`config.mk`:
```
export PLATFORM = sky130hd
export DESIGN_NAME = rst_req_ctrl
export DESIGN_NICKNAME = d
export VERILOG_FILES = /design/src/rtl/rst_req_ctrl.sv
export SDC_FILE = /design/constraint.sdc
export NUM_CORES = 1
export LEC_CHECK = 0
export CAP_MARGIN = 20
export CORE_UTILIZATION = 54
export DETAILED_ROUTE_END_ITERATION = 6
export MAX_ROUTING_LAYER = met4
export PLACE_DENSITY = 0.9
export SYNTH_ARGS = -nofsm -noshare
export SYNTH_HDL_FRONTEND = slang
export SYNTH_SLANG_ARGS = --single-unit
```
`constraint.sdc`:
```
create_clock -name clk_i -period 2.9 [get_ports clk_i]
set_input_delay 0.58 -clock clk_i [delete_from_list [all_inputs] [get_ports clk_i]]
set_output_delay 0.58 -clock clk_i [all_outputs]
set_load 0.01 [all_outputs]
```
`src/rtl/rst_req_ctrl.sv`:
```
// Reset-request controller: turns sw/wdog/debug requests into a handshaked ndmreset pulse.
// Optional sticky cause register enabled by defining RST_REQ_CAUSE_EN.
module rst_req_ctrl #(
  parameter int unsigned MinPulse      = 4,
  parameter int unsigned TimeoutCycles = 64
) (
  input  logic       clk_i,
  input  logic       rst_ni,
  input  logic       sw_rst_req_i,
  input  logic       wdog_rst_req_i,
  input  logic       dbg_ndmreset_i,
  input  logic       sys_rst_ni_i,
  input  logic       cause_clr_i,
  output logic       ndmreset_o,
  output logic       busy_o,
  output logic       timeout_o,
  output logic [3:0] rst_cause_o
);

  localparam int unsigned CntW = $clog2(TimeoutCycles + 1);
  localparam logic [CntW-1:0] CntMax  = CntW'(TimeoutCycles);
  localparam logic [CntW-1:0] CntLast = CntW'(TimeoutCycles - 1);
  localparam logic [CntW-1:0] MinLast = CntW'(MinPulse - 1);

  typedef enum logic [1:0] {
    IDLE,
    ASSERT,
    RELEASE
  } state_e;

  state_e          state_q, state_d;
  logic [CntW-1:0] cnt_q, cnt_d;
  logic            low_seen_q, low_seen_d;
  logic            ndm_q, ndm_d;
  logic            busy_q, busy_d;
  logic            timeout_q, timeout_d;
  logic            req_any;

  assign req_any = sw_rst_req_i | wdog_rst_req_i | dbg_ndmreset_i;

  always_comb begin
    state_d    = state_q;
    cnt_d      = (cnt_q == CntMax) ? cnt_q : cnt_q + 1'b1;
    low_seen_d = low_seen_q;
    timeout_d  = 1'b0;
    unique case (state_q)
      IDLE: begin
        cnt_d      = '0;
        low_seen_d = 1'b0;
        if (req_any) begin
          state_d = ASSERT;
        end
      end
      ASSERT: begin
        if (!sys_rst_ni_i) begin
          low_seen_d = 1'b1;
        end
        // Once the reset manager has acknowledged, a held debug request only stretches the pulse.
        if (low_seen_q) begin
          if ((cnt_q >= MinLast) && !dbg_ndmreset_i) begin
            state_d = RELEASE;
            cnt_d   = '0;
          end
        end else if (cnt_q == CntLast) begin
          state_d   = IDLE;
          cnt_d     = '0;
          timeout_d = 1'b1;
        end
      end
      RELEASE: begin
        if (sys_rst_ni_i) begin
          state_d = IDLE;
          cnt_d   = '0;
        end else if (cnt_q == CntLast) begin
          state_d   = IDLE;
          cnt_d     = '0;
          timeout_d = 1'b1;
        end
      end
      default: begin
        state_d = IDLE;
        cnt_d   = '0;
      end
    endcase
    ndm_d  = (state_d == ASSERT);
    busy_d = (state_d != IDLE);
  end

  always_ff @(posedge clk_i or negedge rst_ni) begin
    if (!rst_ni) begin
      state_q    <= IDLE;
      cnt_q      <= '0;
      low_seen_q <= 1'b0;
      ndm_q      <= 1'b0;
      busy_q     <= 1'b0;
      timeout_q  <= 1'b0;
    end else begin
      state_q    <= state_d;
      cnt_q      <= cnt_d;
      low_seen_q <= low_seen_d;
      ndm_q      <= ndm_d;
      busy_q     <= busy_d;
      timeout_q  <= timeout_d;
    end
  end

  assign ndmreset_o = ndm_q;
  assign busy_o     = busy_q;
  assign timeout_o  = timeout_q;

`ifdef RST_REQ_CAUSE_EN
  logic [3:0] cause_q, cause_d;

  // New causes are OR-ed in after the clear so a same-cycle set wins.
  always_comb begin
    cause_d = cause_clr_i ? '0 : cause_q;
    cause_d = cause_d | {timeout_d, dbg_ndmreset_i, wdog_rst_req_i, sw_rst_req_i};
  end

  always_ff @(posedge clk_i or negedge rst_ni) begin
    if (!rst_ni) begin
      cause_q <= '0;
    end else begin
      cause_q <= cause_d;
    end
  end

  assign rst_cause_o = cause_q;
`else
  logic unused_cause_clr;
  assign unused_cause_clr = cause_clr_i;
  assign rst_cause_o      = '0;
`endif

endmodule

```
==> key figures <==
Logic synthesis
  – #FFs+latches synth: 13
  – Post-synth top area share: 40.2%
  – Post-Synthesis Cells: 79
  – Adder-cell share of the synthesized area: 9.27%
  – Mapped cell area: 810 sq um
  – Post-Synth Simple-Gate Area: 19.5%
  – Post-synth cell types: 33
  – Seq/Total Area, Yosys: 40.2%
  – Top cells by area, synth: dfrtp_1 40%, ha_1 9.3%, nor3b_1 4.6%
  – Post-synthesis mux area share: 0%
  – Post-synthesis xor/xnor area fraction: 6.49%
  – Largest family of logic cells by synthesized area: simple AND/OR/NAND/NOR gates
  – Synth Area in Compound Gates: 16.7%
  – Synth area leader: dfrtp_1
  – Syn. warnings: 0
  – Avg Cell Area, Syn: 10.2 sq um

Timing
  – Max-slew violations: 0
  – Minimum clock period: 1.95 ns
  – RSZ-0062 raised after global routing: false
  – Max Freq: 514 MHz
  – Final setup viols: 0
  – Hold Violations, Final: 0
  – Final period util: 67.1%
  – Worst hold margin: 0.577 ns
  – Worst slew pin tran: 0.534 ns
  – Clock Skew: 0.00169 ns
  – Final worst slack: 0.954 ns
  – Setup tns final: 0 ns
  – Relative slew margins: 63.5%

Global route
  – Met1 global-route usage: 26.7%
  – Top Usage Layer GRT: met2
  – M2 GR Usage: 29.8%
  – Initial antenna violation count: 0
  – GRT Residual Overflow: 0
  – Largest net degree at the start of global routing: 14
  – Vias in the first global route: 516
  – First-pass GRT wire length: 2130 um
  – GRT Overall Usage: 20.5%
  – Met3 usage: 8.15%

Placement
  – Area after DPL: 886 sq um
  – DP Worst Slack: 0.796 ns
  – # port buffers: 8
  – Routability Congestion: 0.788
  – Detailed placer's ending HPWL: 1050 um

CTS
  – CTS clk-pin slew, worst paths: 0.07 ns
  – CTS resizes: 0
  – CTS tree: done
  – Max Root-Sink Buffers: 2
  – Post-CTS setup buffer count: 0
  – Post-CTS Hold Fix Bufs: 0
  – Cts bufs inserted: 3
  – CTS Sinks: 13
  – Clk Latency, worst-skew pair: 0.27 ns
  – Htree depth: 1
  – Root Buffer: clkbuf_4

Routing
  – Antenna viol nets, final: 0
  – First DRT Iteration DRCs: 17
  – WL/cell: 13.1 um
  – DRC: 0
  – WL final: 1360 um
  – DRT Pass-1 Iters: 4
  – DR vias: 586
  – Via density per instance: 5.63

Outcome
  – Status: finished clean

Setup path
  – Critical Path Source Type: flop
  – Crit path cell chain: ha_1, nand2_1, or4_4, a311oi_2, o22ai_1
  – Slowest cell on crit path: or4_4
  – Worst path required time: 3.04 ns
  – Crit-path max FO: 5
  – Reg2reg start: cnt_q[0]
  – Worst EP arrival: 2.09 ns
  – CP max stage delay: 0.47 ns
  – CP Class: reg -> reg
  – Origin of the worst setup path: cnt_q[0]
  – Crit. End Element: flop

Flow run
  – Max-cap violations: 0

Die
  – Row cnt: 13
  – Height of the die: 40.7 um
  – Initial Util: 60.0%
  – Die width: 40.7 um
  – Io pins: 14
  – CORE AREA: 1350 sq um
  – Die area: 1660 sq um

Pwr
  – VDD IR-drop max: 472 uV
  – Leakage power: 0.000394 uW
  – PnR Total Power: 657 uW
  – PwrDens: 721 nW/um^2

Cells and area
  – P&R area growth vs syn: 12.7%
  – Most frequent cells in the layout: 13 x dfrtp_1, 8 x clkdlybuf4s50_1, 7 x inv_1, 7 x nor2_1, 6 x ha_1
  – Ant diodes: 0
  – Finished layout cell area: 912 sq um
  – Commonest non-fill, non-tap cell in the layout: dfrtp_1
  – Share of layout cells above drive strength 1: 10.1%
  – Final nets: 103

Worst hold path
  – Hold Crit Class: reg -> reg
  – Critical hold path startpoint: low_seen_q
[flip-flops by register name, summed over array words and instances, names as in the netlist]
signal and count:
state_q 2, timeout_o 1, low_seen_q 1, cnt_q 7
ndmreset_o 1, busy_o 1
[worst paths after layout]
check	to	slack (ns)	cells after the start
setup / recovery	busy_o	0.95	5
hold / removal	low_seen_q	0.58	2
setup reg to reg	busy_o	0.95	5
hold reg to reg	low_seen_q	0.58	2
max in group asynchronous	state_q[0]	1.86	1
min in group asynchronous	cnt_q[2]	0.67	1
[cell families (layout without fill, tap and decap cells)]
| kind of cell | count (synthesis) | count (layout) |
|---|---|---|
| other | 1 | 4 |
| xor gates and xnor gates | 6 | 6 |
| AOI/OAI and AO/OA | 16 | 16 |
| adders and majority gates | 6 | 6 |
| DFF | 13 | 13 |
| buffers and inverters | 12 | 19 |
| and+or+nand+nor | 25 | 25 |
[power breakdown]
group	internal (uW)	switching, uW	total (uW)
clock	53.3	51.9	105
sequential	223	30.0	253
combinational	139	160	299
[layer usage]
metal	vias up	wire length, um
li1	293	-
met1	276	648
met2	17	635
met3	0	79
met4	0	0
met5	-	0
[synth_stat cells]
cell type	number
o22ai_1	1
dfrtp_1	13
nand3_1	3
o21ai_0	4
buf_4	4
inv_1	7
or4_4	1
and3b_2	1
a31oi_4	1
or4_1	1
a21oi_1	1
nor4_1	1
nand2_1	2
conb_1	1
a211o_1	1
nor4bb_1	1
xnor2_1	3
o31a_2	1
nor2b_1	1
clkbuf_1	1
a311o_1	1
o31ai_1	1
nor2_1	7
a21o_1	1
nor3b_1	5
a211oi_1	1
nand3_2	1
xor2_1	3
a2111oi_0	1
and4b_1	1
a311oi_2	1
o21a_1	1
ha_1	6
[metrics by stage]
step	std cells	util (%)
2_1_floorplan	82	-
4_1_cts	104	67.6
6_report	104	67.6
3_3_place_gp	100	65.6
3_5_place_dp	100	65.6
5_1_grt	104	67.6
[final cells by class]
class,count,area [sq um]
multi-input cells,57,435
flip-flops and latches,13,325
inverters,7,26.3
repair buffers,8,80.1
fillers,98,438
clock buffers,4,26.3
well taps,15,18.8
[worst max-delay path, delay by kind of cell, from the launching register on]
family / cells / cell delay, ns
and+or+nand+nor: 2 / 0.59
AOI/OAI and AO/OA: 2 / 0.55
DFF: 1 / 0.42
adders and majority gates: 1 / 0.25
No activity file was read; power rests on OpenSTA's default activity.
